--- config.mk ---
export PLATFORM = sky130hd
export DESIGN_NAME = mem_port_flat
export DESIGN_NICKNAME = d
export VERILOG_FILES = /design/src/rtl/mem_pkg.sv /design/src/rtl/mem_port_if.sv /design/src/rtl/mem_align.sv /design/src/rtl/mem_port.sv /design/src/flat_wrapper.sv
export SDC_FILE = /design/constraint.sdc
export NUM_CORES = 1
export LEC_CHECK = 0
export CAP_MARGIN = 20
export CORE_UTILIZATION = 36
export DETAILED_ROUTE_END_ITERATION = 16
export GPL_TIMING_DRIVEN = 0
export PLACE_DENSITY = 0.9
export SYNTH_ARGS = -nofsm -noshare
export SYNTH_HDL_FRONTEND = slang
export SYNTH_SLANG_ARGS = --single-unit
--- constraint.sdc ---
create_clock -name clk -period 2.25 [get_ports clk]
set_input_delay 0.3375 -clock clk [delete_from_list [all_inputs] [get_ports clk]]
set_output_delay 0.3375 -clock clk [all_outputs]
set_load 0.05 [all_outputs]
--- src/rtl/mem_pkg.sv ---
// Shared encodings for the mem_port load/store front end: access sizes,
// FSM states and byte-lane masks.
package mem_pkg;

  localparam logic [1:0] SIZE_B   = 2'd0;
  localparam logic [1:0] SIZE_H   = 2'd1;
  localparam logic [1:0] SIZE_W   = 2'd2;
  localparam logic [1:0] SIZE_ILL = 2'd3;

  typedef enum logic [1:0] {
    IDLE   = 2'd0,
    ACCESS = 2'd1,
    RESP   = 2'd2
  } state_e;

  localparam logic [3:0] LANE_NONE = 4'b0000;
  localparam logic [3:0] LANE_B0   = 4'b0001;
  localparam logic [3:0] LANE_H0   = 4'b0011;
  localparam logic [3:0] LANE_H1   = 4'b1100;
  localparam logic [3:0] LANE_W    = 4'b1111;

endpackage

--- src/rtl/mem_port_if.sv ---
// Core-side request/response bundle of mem_port; the core is the master,
// mem_port the slave.
interface mem_port_if;

  logic        req_valid;
  logic        req_ready;
  logic        req_write;
  logic [1:0]  req_size;
  logic        req_unsigned;
  logic [31:0] req_addr;
  logic [31:0] req_wdata;
  logic        resp_valid;
  logic [31:0] resp_rdata;
  logic        resp_err;

  modport master (
    output req_valid, req_write, req_size, req_unsigned, req_addr, req_wdata,
    input  req_ready, resp_valid, resp_rdata, resp_err
  );

  modport slave (
    input  req_valid, req_write, req_size, req_unsigned, req_addr, req_wdata,
    output req_ready, resp_valid, resp_rdata, resp_err
  );

endinterface

--- src/rtl/mem_align.sv ---
// Combinational lane logic: store mask/data replication, load extraction and
// extension, request legality. MEM_ALIGN_CHECK_EN makes misaligned half/word illegal.
module mem_align
  import mem_pkg::*;
(
  input  logic [1:0]  req_size_i,
  input  logic [1:0]  req_off_i,
  input  logic [31:0] req_wdata_i,
  output logic [3:0]  st_we_o,
  output logic [31:0] st_din_o,
  output logic        legal_o,
  input  logic [1:0]  ld_size_i,
  input  logic [1:0]  ld_off_i,
  input  logic        ld_unsigned_i,
  input  logic [31:0] ld_dout_i,
  output logic [31:0] ld_rdata_o
);

  logic [7:0]  byteSel;
  logic [15:0] halfSel;

  always_comb begin
    st_we_o  = LANE_NONE;
    st_din_o = req_wdata_i;
    case (req_size_i)
      SIZE_B: begin
        st_we_o  = LANE_B0 << req_off_i;
        st_din_o = {4{req_wdata_i[7:0]}};
      end
      SIZE_H: begin
        st_we_o  = req_off_i[1] ? LANE_H1 : LANE_H0;
        st_din_o = {2{req_wdata_i[15:0]}};
      end
      SIZE_W:  st_we_o = LANE_W;
      default: st_we_o = LANE_NONE;
    endcase
  end

  always_comb begin
    legal_o = (req_size_i != SIZE_ILL);
`ifdef MEM_ALIGN_CHECK_EN
    if (req_size_i == SIZE_H && req_off_i[0])
      legal_o = 1'b0;
    if (req_size_i == SIZE_W && req_off_i != 2'd0)
      legal_o = 1'b0;
`endif
  end

  // Half loads only look at offset bit 1, which also forces alignment when unchecked.
  always_comb begin
    byteSel    = ld_dout_i[{ld_off_i, 3'b000} +: 8];
    halfSel    = ld_dout_i[{ld_off_i[1], 4'b0000} +: 16];
    ld_rdata_o = ld_dout_i;
    case (ld_size_i)
      SIZE_B:  ld_rdata_o = {{24{~ld_unsigned_i & byteSel[7]}}, byteSel};
      SIZE_H:  ld_rdata_o = {{16{~ld_unsigned_i & halfSel[15]}}, halfSel};
      default: ld_rdata_o = ld_dout_i;
    endcase
  end

endmodule

--- src/rtl/mem_port.sv ---
// Byte-addressed load/store front end for a word-organised 1-cycle-read ram.
// Optional MEM_ALIGN_CHECK_EN (in mem_align) rejects misaligned half/word accesses.
module mem_port
  import mem_pkg::*;
#(
  parameter int ADDR_WIDTH = 11
) (
  input  logic                  clk,
  input  logic                  reset,
  mem_port_if.slave             core,
  output logic [ADDR_WIDTH-1:0] ram_addr,
  output logic [31:0]           ram_din,
  output logic                  ram_re,
  output logic [3:0]            ram_we,
  input  logic [31:0]           ram_dout
);

  state_e                state_q, state_d;
  logic [ADDR_WIDTH-1:0] addr_q, addr_d;
  logic [31:0]           din_q, din_d;
  logic [3:0]            we_q, we_d;
  logic                  write_q, write_d;
  logic [1:0]            size_q, size_d;
  logic [1:0]            off_q, off_d;
  logic                  unsigned_q, unsigned_d;
  logic                  err_q, err_d;

  logic [3:0]  alignWe;
  logic [31:0] alignDin;
  logic        alignLegal;
  logic [31:0] ldRdata;

  logic        reqReady;
  logic        respValid;
  logic        respErr;
  logic [31:0] respRdata;
  logic        ramRe;
  logic [3:0]  ramWe;

  // Address bits above the ram window are dropped, so the address space aliases.
  logic unused_addr_bits;
  assign unused_addr_bits = ^core.req_addr[31:ADDR_WIDTH+2];

  mem_align u_align (
    .req_size_i    (core.req_size),
    .req_off_i     (core.req_addr[1:0]),
    .req_wdata_i   (core.req_wdata),
    .st_we_o       (alignWe),
    .st_din_o      (alignDin),
    .legal_o       (alignLegal),
    .ld_size_i     (size_q),
    .ld_off_i      (off_q),
    .ld_unsigned_i (unsigned_q),
    .ld_dout_i     (ram_dout),
    .ld_rdata_o    (ldRdata)
  );

  always_ff @(posedge clk) begin
    if (reset) begin
      state_q    <= IDLE;
      addr_q     <= '0;
      din_q      <= '0;
      we_q       <= LANE_NONE;
      write_q    <= 1'b0;
      size_q     <= SIZE_B;
      off_q      <= 2'd0;
      unsigned_q <= 1'b0;
      err_q      <= 1'b0;
    end else begin
      state_q    <= state_d;
      addr_q     <= addr_d;
      din_q      <= din_d;
      we_q       <= we_d;
      write_q    <= write_d;
      size_q     <= size_d;
      off_q      <= off_d;
      unsigned_q <= unsigned_d;
      err_q      <= err_d;
    end
  end

  // Illegal requests skip ACCESS so the ram is never touched for them.
  always_comb begin
    state_d    = state_q;
    addr_d     = addr_q;
    din_d      = din_q;
    we_d       = we_q;
    write_d    = write_q;
    size_d     = size_q;
    off_d      = off_q;
    unsigned_d = unsigned_q;
    err_d      = err_q;
    reqReady   = 1'b0;
    respValid  = 1'b0;
    respErr    = 1'b0;
    respRdata  = '0;
    ramRe      = 1'b0;
    ramWe      = LANE_NONE;
    case (state_q)
      IDLE: begin
        reqReady = 1'b1;
        if (core.req_valid) begin
          write_d = core.req_write;
          err_d   = ~alignLegal;
          if (alignLegal) begin
            addr_d     = core.req_addr[ADDR_WIDTH+1:2];
            din_d      = alignDin;
            we_d       = alignWe;
            size_d     = core.req_size;
            off_d      = core.req_addr[1:0];
            unsigned_d = core.req_unsigned;
            state_d    = ACCESS;
          end else begin
            state_d = RESP;
          end
        end
      end
      ACCESS: begin
        ramRe   = ~write_q;
        ramWe   = write_q ? we_q : LANE_NONE;
        state_d = RESP;
      end
      RESP: begin
        respValid = 1'b1;
        respErr   = err_q;
        respRdata = (write_q || err_q) ? '0 : ldRdata;
        state_d   = IDLE;
      end
      default: state_d = IDLE;
    endcase
  end

  assign core.req_ready  = reqReady;
  assign core.resp_valid = respValid;
  assign core.resp_err   = respErr;
  assign core.resp_rdata = respRdata;
  assign ram_addr        = addr_q;
  assign ram_din         = din_q;
  assign ram_re          = ramRe;
  assign ram_we          = ramWe;

endmodule

--- src/flat_wrapper.sv ---
// flat-port wrapper written by rule: the top's interface ports become plain ports
module mem_port_flat import mem_pkg::*;
#(
  parameter int ADDR_WIDTH = 11
)
  (clk, reset, ram_addr, ram_din, ram_re, ram_we, ram_dout, core_req_valid, core_req_write, core_req_size, core_req_unsigned, core_req_addr, core_req_wdata, core_req_ready, core_resp_valid, core_resp_rdata, core_resp_err);
  mem_port_if core_i ();
  input  logic clk;
  input  logic reset;
  output logic [ADDR_WIDTH-1:0] ram_addr;
  output logic [31:0] ram_din;
  output logic ram_re;
  output logic [3:0] ram_we;
  input  logic [31:0] ram_dout;
  input wire logic [$bits(core_i.req_valid)-1:0] core_req_valid;
  input wire logic [$bits(core_i.req_write)-1:0] core_req_write;
  input wire logic [$bits(core_i.req_size)-1:0] core_req_size;
  input wire logic [$bits(core_i.req_unsigned)-1:0] core_req_unsigned;
  input wire logic [$bits(core_i.req_addr)-1:0] core_req_addr;
  input wire logic [$bits(core_i.req_wdata)-1:0] core_req_wdata;
  output wire logic [$bits(core_i.req_ready)-1:0] core_req_ready;
  output wire logic [$bits(core_i.resp_valid)-1:0] core_resp_valid;
  output wire logic [$bits(core_i.resp_rdata)-1:0] core_resp_rdata;
  output wire logic [$bits(core_i.resp_err)-1:0] core_resp_err;
  assign core_i.req_valid = core_req_valid;
  assign core_i.req_write = core_req_write;
  assign core_i.req_size = core_req_size;
  assign core_i.req_unsigned = core_req_unsigned;
  assign core_i.req_addr = core_req_addr;
  assign core_i.req_wdata = core_req_wdata;
  assign core_req_ready = core_i.req_ready;
  assign core_resp_valid = core_i.resp_valid;
  assign core_resp_rdata = core_i.resp_rdata;
  assign core_resp_err = core_i.resp_err;
  mem_port #(.ADDR_WIDTH(ADDR_WIDTH)) u_core (.clk(clk), .reset(reset), .core(core_i), .ram_addr(ram_addr), .ram_din(ram_din), .ram_re(ram_re), .ram_we(ram_we), .ram_dout(ram_dout));
endmodule
==> flow_metrics.py, run 1 <==
metrics = {
    "power_and_ir_drop": {
        "power.density_mw_per_mm2": 516,
        "vdd_drop_max_v": 0.000386,
        "p_leak_nw": 2.19,
    },
    "worst_setup_path": {
        "cp-end-kind": "primary output",
        "cp-endpoint": "core_resp_rdata[22]",
        "reg2reg_depth": 7,
        "regToRegStartpoint": "u_core.state_q[1]",
        "worstSetupStartpointType": "primary input",
        "cp.required_ns": 1.91,
        "cpMostUsedCell": "buf_12",
        "worstPathArrival_ns": 2.11,
        "worst_path_largest_cell_delay_ns": 0.48,
        "crit_path_top_delay_cell": "clkdlybuf4s50_1",
        "crit_cells": 8,
        "crit_family": "buffers and inverters",
        "rr_endpoint": "u_core.we_q[3]",
        "cp_max_fo": 5,
        "worst-path-buf-inv": 4,
        "worstSetupStartpoint": "ram_dout[7]",
        "path_class": "in -> out",
        "crit_chain": "clkdlybuf4s50_1 -> mux2_2 -> a22o_4 -> o21ai_4 -> buf_12 -> buf_12 -> nand2_4 -> buf_8",
        "rrSetupSlack_ns": 0.31,
    },
    "timing": {
        "fin_skew_ns": 0.0108,
        "worstMarginPinSlew_ns": 0.937,
        "slew_headroom_pct": 37.3,
        "layout_setup_ws_ns": -0.202,
        "final.min_clock_period_ns": 2.45,
        "hold_viol": 0,
        "fin_setup_tns_ns": -2.74,
        "rsz0062_at_grt": "true",
        "maxSlewViolCount": 0,
        "setup_viol": 25,
        "finalCritPeriodShare_pct": 109,
        "fmax_mhz": 408,
    },
    "routing": {
        "wirelength_met1_um": 3980,
        "drc_errors": 0,
        "vias_per_cell": 5.34,
        "wl_per_cell_um": 17.9,
        "wirelength_um": 11500,
        "vias": 3426,
        "drtPass1Iterations": 5,
        "top_layer_used": "met4",
        "wl_met2_um": 6050,
        "ant_nets": 0,
        "met3_length_um": 1020,
        "initialDrtViolationCount": 154,
    },
    "synthesis": {
        "synth_area_mm2": 0.00285,
        "synth_cell_types": 38,
        "synthCells": 348,
        "synthTopCellsByArea": "dfxtp_1 39%, nand2_1 9.5%, mux2i_1 8.4%",
        "synth_ff_type": "dfxtp_1",
        "synth_edf_count": 0,
        "avgSynthCellArea_um2": 8.20,
        "synth_top_area_share_pct": 39.3,
        "synth_area_leader_cell": "dfxtp_1",
        "ys_ff_latch": 56,
        "ys_seq_area_share_pct": 39.3,
        "yosysWarnings": 0,
        "synth_nets": 451,
        "async_reset_ff_share_pct": 0,
    },
    "cts": {
        "cts_tree": "built",
        "cts.path.max_buffers": 2,
        "cts_buffers": 5,
        "clk_latency_ns": 0.31,
        "clkSinkCount": 56,
        "cts.htree.levels": 2,
        "cts_root_buf": "clkbuf_8",
        "path_clk_slew_ns": 0.09,
        "holdBufCountCts": 0,
    },
    "global_routing": {
        "grt_pass1_wl_um": 16900,
        "grt_max_degree": 16,
        "overflow": 0,
        "grt_pass1_vias": 3449,
        "grt_usage_pct": 25.8,
        "antenna_found_initial": 0,
    },
    "flow_run": {
        "maxCapViolations": 0,
    },
    "hold_path": {
        "hp-class": "reg -> reg",
        "hold_start": "u_core.we_q[1]",
    },
    "finish": {
        "drive_above_1_share_pct": 22.6,
        "n_antenna_cell": 0,
        "syn_to_final_growth_pct": 85.1,
        "fillers": 581,
        "stdcell_count": 641,
        "nets": 641,
        "design_area_mm2": 0.00528,
    },
    "place": {
        "placed_cell_area_mm2": 0.00463,
        "dp.cells": 615,
        "place_congestion": 0.867,
        "place_ws_ns": -0.798,
        "hpwlAfterDp_um": 7810,
        "portBuffers": 165,
    },
    "die": {
        "die_h_um": 91.0,
        "die_area_mm2": 0.00829,
        "fp-row-count": 32,
        "num_io_pins": 186,
        "initial_core_util_pct": 37.1,
        "fp.dieW_um": 91.0,
        "coreArea_mm2": 0.00769,
    },
    "status": {
        "violations": "setup timing",
        "status": "finished, violations left",
    },
}
[repair_timing]
action,4_1_cts,5_1_grt
buffers inserted,15,2
endpoints found under the setup margin,37,33
endpoints found under the hold margin,0,0
gates resized for setup,277,63
cloned,2,1
pin swaps,9,13
[area by class of cell]
class	count	area (um2)	share of cell area (%)
inverter	14	52.6	0.995
timing repair buffer	183	1930	36.4
buffer	24	169	3.20
tap	102	128	2.42
clock buffer	8	90.1	1.70
sequential	56	1130	21.5
multi-input combinational	254	1790	33.8
[worst reg2reg max path, delay by kind of cell, from the launching register on]
family,cells,cell delay (ns)
compound gates,1,0.10
buf+inv,3,0.66
flops,1,0.35
simple gates,3,0.79
[metrics by stage]
step	hold slack, ns	utilization, %	total power [mW]
2_1_floorplan	0.407	-	1.64
3_5_place_dp	0.425	60.3	2.03
3_3_place_gp	0.419	60.3	2.02
4_1_cts	0.441	66.3	2.68
6_report	0.437	68.7	2.73
5_1_grt	0.460	68.7	2.83
[state kept, by name (all words and copies together) (netlist names)]
| name | cells |
|---|---|
| u_core.state_q | 2 |
| u_core.off_q | 2 |
| u_core.ram_din | 32 |
| u_core.size_q | 2 |
| u_core.write_q | 1 |
| u_core.unsigned_q | 1 |
| u_core.err_q | 1 |
| u_core.ram_addr | 11 |
| u_core.we_q | 4 |
[layer usage]
metal,GRT usage [%],up-vias
met5,0,-
met2,48.3,203
met1,25.5,1594
met4,14.3,0
li1,-,1597
met3,7.37,32
[report_power, final]
part | internal, mW | total [mW] | switching (mW)
clock | 0.252 | 0.571 | 0.318
combinational | 0.442 | 1.05 | 0.610
sequential | 1.06 | 1.10 | 0.0434
[cells by family after synthesis]
family	share of synthesized area (%)
DFF	39.3
muxes	12.1
buffers and inverters	5.74
AOI/OAI and AO/OA	22.1
and+or+nand+nor	20.7
[cell usage after synthesis, types with 2 or more instances]
cell      number
clkbuf_1      13
buf_1          3
o21ai_0       34
nor3_1         4
mux2_2         8
mux2i_1       24
nor3b_2        2
buf_2          5
o21ai_1        2
buf_4          2
nor2_1        26
a22o_1        22
a222oi_1       7
a21oi_1       13
inv_1         13
nand2_1       72
dfxtp_1       56
and2_1         5
a221oi_1       9
nand2_2       10
[placed cells by master (no fill, tap or decap), types with 9 or more instances in the layout]
cell and instances:
a21oi_1 12, a22o_1 21, buf_4 15, buf_6 20, buf_8 17, clkbuf_1 13, clkdlybuf4s50_1 128, dfxtp_1 50
inv_1 13, mux2i_1 24, nand2_1 71, nand2_4 9, nor2_1 18, nor2_4 9, o21ai_0 29
[worst min path at each step]
stage | end | cells past startpoint
6_report | u_core.we_q[1] | 2
5_1_grt | u_core.we_q[1] | 2
4_1_cts | u_core.we_q[1] | 2
3_5_place_dp | u_core.we_q[1] | 2
3_3_place_gp | u_core.we_q[3] | 2
2_1_floorplan | u_core.write_q | 1
Note: power is estimated with default switching activity, not from simulation.
==> inputs of run 2 (changes only) <==
--- a/config.mk
+++ b/config.mk
@@ -6,6 +6,8 @@
 export NUM_CORES = 1
 export LEC_CHECK = 0
 export CAP_MARGIN = 20
+export CORE_ASPECT_RATIO = 0.6
+export CORE_MARGIN = 2
 export CORE_UTILIZATION = 36
 export DETAILED_ROUTE_END_ITERATION = 16
 export GPL_TIMING_DRIVEN = 0
==> run 2 against run 1 <==
  * The run still ends with setup timing left
  * Non-clock buffer count is 3 lower
  * Die area up 4.7%
  * Critical path depth fell by 1
==> flow_metrics.py, run 2 (same netlist as run 1, synthesis figures left out) <==
metrics = {
    "timing": {
        "worstMarginPinSlew_ns": 0.867,
        "fmax_mhz": 425,
        "fin_skew_ns": 0.00308,
        "maxSlewViolCount": 0,
        "hold_viol": 0,
        "final.min_clock_period_ns": 2.35,
        "layout_setup_ws_ns": -0.104,
        "fin_setup_tns_ns": -1.33,
        "setup_viol": 22,
        "slew_headroom_pct": 42.0,
        "finalCritPeriodShare_pct": 105,
        "rsz0062_at_grt": "true",
    },
    "worst_setup_path": {
        "worstSetupStartpoint": "ram_dout[23]",
        "regToRegStartpoint": "u_core.state_q[1]",
        "worstSetupStartpointType": "primary input",
        "cp_max_fo": 10,
        "reg2reg_depth": 6,
        "path_class": "in -> out",
        "cp-end-kind": "primary output",
        "rr_endpoint": "u_core.ram_addr[4]",
        "cp-endpoint": "core_resp_rdata[20]",
        "rrSetupSlack_ns": 0.31,
        "worstPathArrival_ns": 2.02,
        "cp.required_ns": 1.91,
    },
    "place": {
        "portBuffers": 165,
        "place_congestion": 0.832,
        "hpwlAfterDp_um": 8280,
        "dp.cells": 621,
    },
    "finish": {
        "syn_to_final_growth_pct": 80.5,
        "n_antenna_cell": 0,
        "fin_util_pct": 66.1,
        "stdcell_count": 641,
        "final_cell_mix": "126 x clkdlybuf4s50_1, 68 x nand2_1, 51 x dfxtp_1, 32 x o21ai_0, 25 x nor2_1",
        "layout_commonest_cell": "clkdlybuf4s50_1",
        "largest_reg_flops": 32,
        "drive_above_1_share_pct": 21.4,
        "nets": 638,
    },
    "global_routing": {
        "grt_pass1_vias": 3252,
        "antenna_found_initial": 0,
        "grt_util_met1_pct": 34.6,
        "use_met2_pct": 40.7,
        "grt-busiest-layer": "met2",
        "overflow": 0,
        "grt_pass1_wl_um": 17300,
        "grt_max_degree": 15,
        "grt_usage_pct": 25.4,
        "met3_usage_pct": 6.17,
    },
    "die": {
        "die_h_um": 73.0,
        "fp-row-count": 25,
        "fp.dieW_um": 119,
        "coreArea_mm2": 0.00779,
        "initial_core_util_pct": 36.6,
        "num_io_pins": 186,
        "die_area_mm2": 0.00868,
    },
    "cts": {
        "cts_root_buf": "clkbuf_16",
        "clkSinkCount": 56,
        "cts_tree": "built",
        "clk_latency_ns": 0.28,
        "cts.htree.levels": 2,
        "cts.path.max_buffers": 2,
        "path_clk_slew_ns": 0.06,
        "cts_buffers": 5,
    },
    "power_and_ir_drop": {
        "p_leak_nw": 2.17,
        "vdd_drop_max_v": 0.000332,
        "power.density_mw_per_mm2": 556,
    },
    "status": {
        "status": "finished, violations left",
        "violations": "setup timing",
    },
    "routing": {
        "wl_per_cell_um": 18.3,
        "ant_nets": 0,
        "initialDrtViolationCount": 183,
        "vias_per_cell": 5.38,
        "wirelength_um": 11700,
        "drc_errors": 0,
        "vias": 3448,
        "drtPass1Iterations": 8,
    },
    "flow_run": {
        "maxCapViolations": 0,
    },
    "hold_path": {
        "hold_start": "u_core.ram_din[16]",
        "hp-class": "reg -> reg",
    },
}
==> run 2: changes by cell type in the layout (fill, tap and decap cells not counted), sizes merged <==
| cell | before | now |
|---|---|---|
| buf | 61 | 54 |
| clkbuf | 21 | 22 |
| clkdlybuf4s50 | 128 | 126 |
| dlymetal6s2s | 1 | 3 |
==> run 2: worst max-delay path: stages <==
cell	delay, ns
clkdlybuf4s50_1	0.47
mux2_4	0.30
a22o_4	0.25
o21ai_4	0.23
buf_8	0.20
nand2_2	0.07
buf_8	0.15
==> run 2: per-layer routing <==
layer  vias to the layer above  part of all wire (%)
met5                         -                     0
met4                         0                   1.5
met3                        19                   6.0
met2                       144                    48
met1                      1691                    45
li1                       1594                     -
==> run 2: how the worst min path moves through the flow <==
stage / slack, ns / to / cells after the start
global placement: 0.44 / u_core.ram_din[15] / 2
detailed placement: 0.44 / u_core.we_q[3] / 2
global route: 0.48 / u_core.we_q[3] / 2
finish: 0.45 / u_core.ram_din[16] / 2
floorplan: 0.41 / u_core.write_q / 1
CTS: 0.45 / u_core.we_q[3] / 2
==> run 2: metrics by stage <==
| step | area [um2] | total power [mW] | worst slack [ns] | hold WS (ns) |
|---|---|---|---|---|
| 2_1_floorplan | 2850 | 1.64 | -0.485 | 0.407 |
| 3_3_place_gp | 4640 | 2.01 | -0.664 | 0.436 |
| 3_5_place_dp | 4640 | 2.04 | -0.700 | 0.439 |
| 4_1_cts | 4920 | 2.81 | -0.0864 | 0.452 |
| 5_1_grt | 5150 | 2.97 | -0.150 | 0.480 |
| 6_report | 5150 | 2.86 | -0.104 | 0.454 |
==> run 2: power by group <==
group | total (mW) | leakage (nW) | internal [mW] | switching, mW
registers | 1.11 | 0.462 | 1.06 | 0.0478
clock network | 0.728 | 0.0616 | 0.395 | 0.333
logic | 1.03 | 1.64 | 0.433 | 0.595
==> run 2: final cells by class <==
class | count | area, um2
Clock buffer | 5 | 125
Timing Repair Buffer | 180 | 1850
Inverter | 14 | 52.6
Buffer | 24 | 149
Fill cell | 591 | 2640
Tap cell | 108 | 135
Sequential cell | 56 | 1130
Multi-Input combinational cell | 254 | 1710
==> run 2: timing repair <==
| action | in CTS | in global routing |
|---|---|---|
| buffers inserted | 8 | 6 |
| hold buffers | 0 | 0 |
| gates resized for setup | 248 | 54 |
| endpoints found under the setup margin | 37 | 30 |
| pin swaps | 3 | 3 |
| cloned | 1 | 0 |
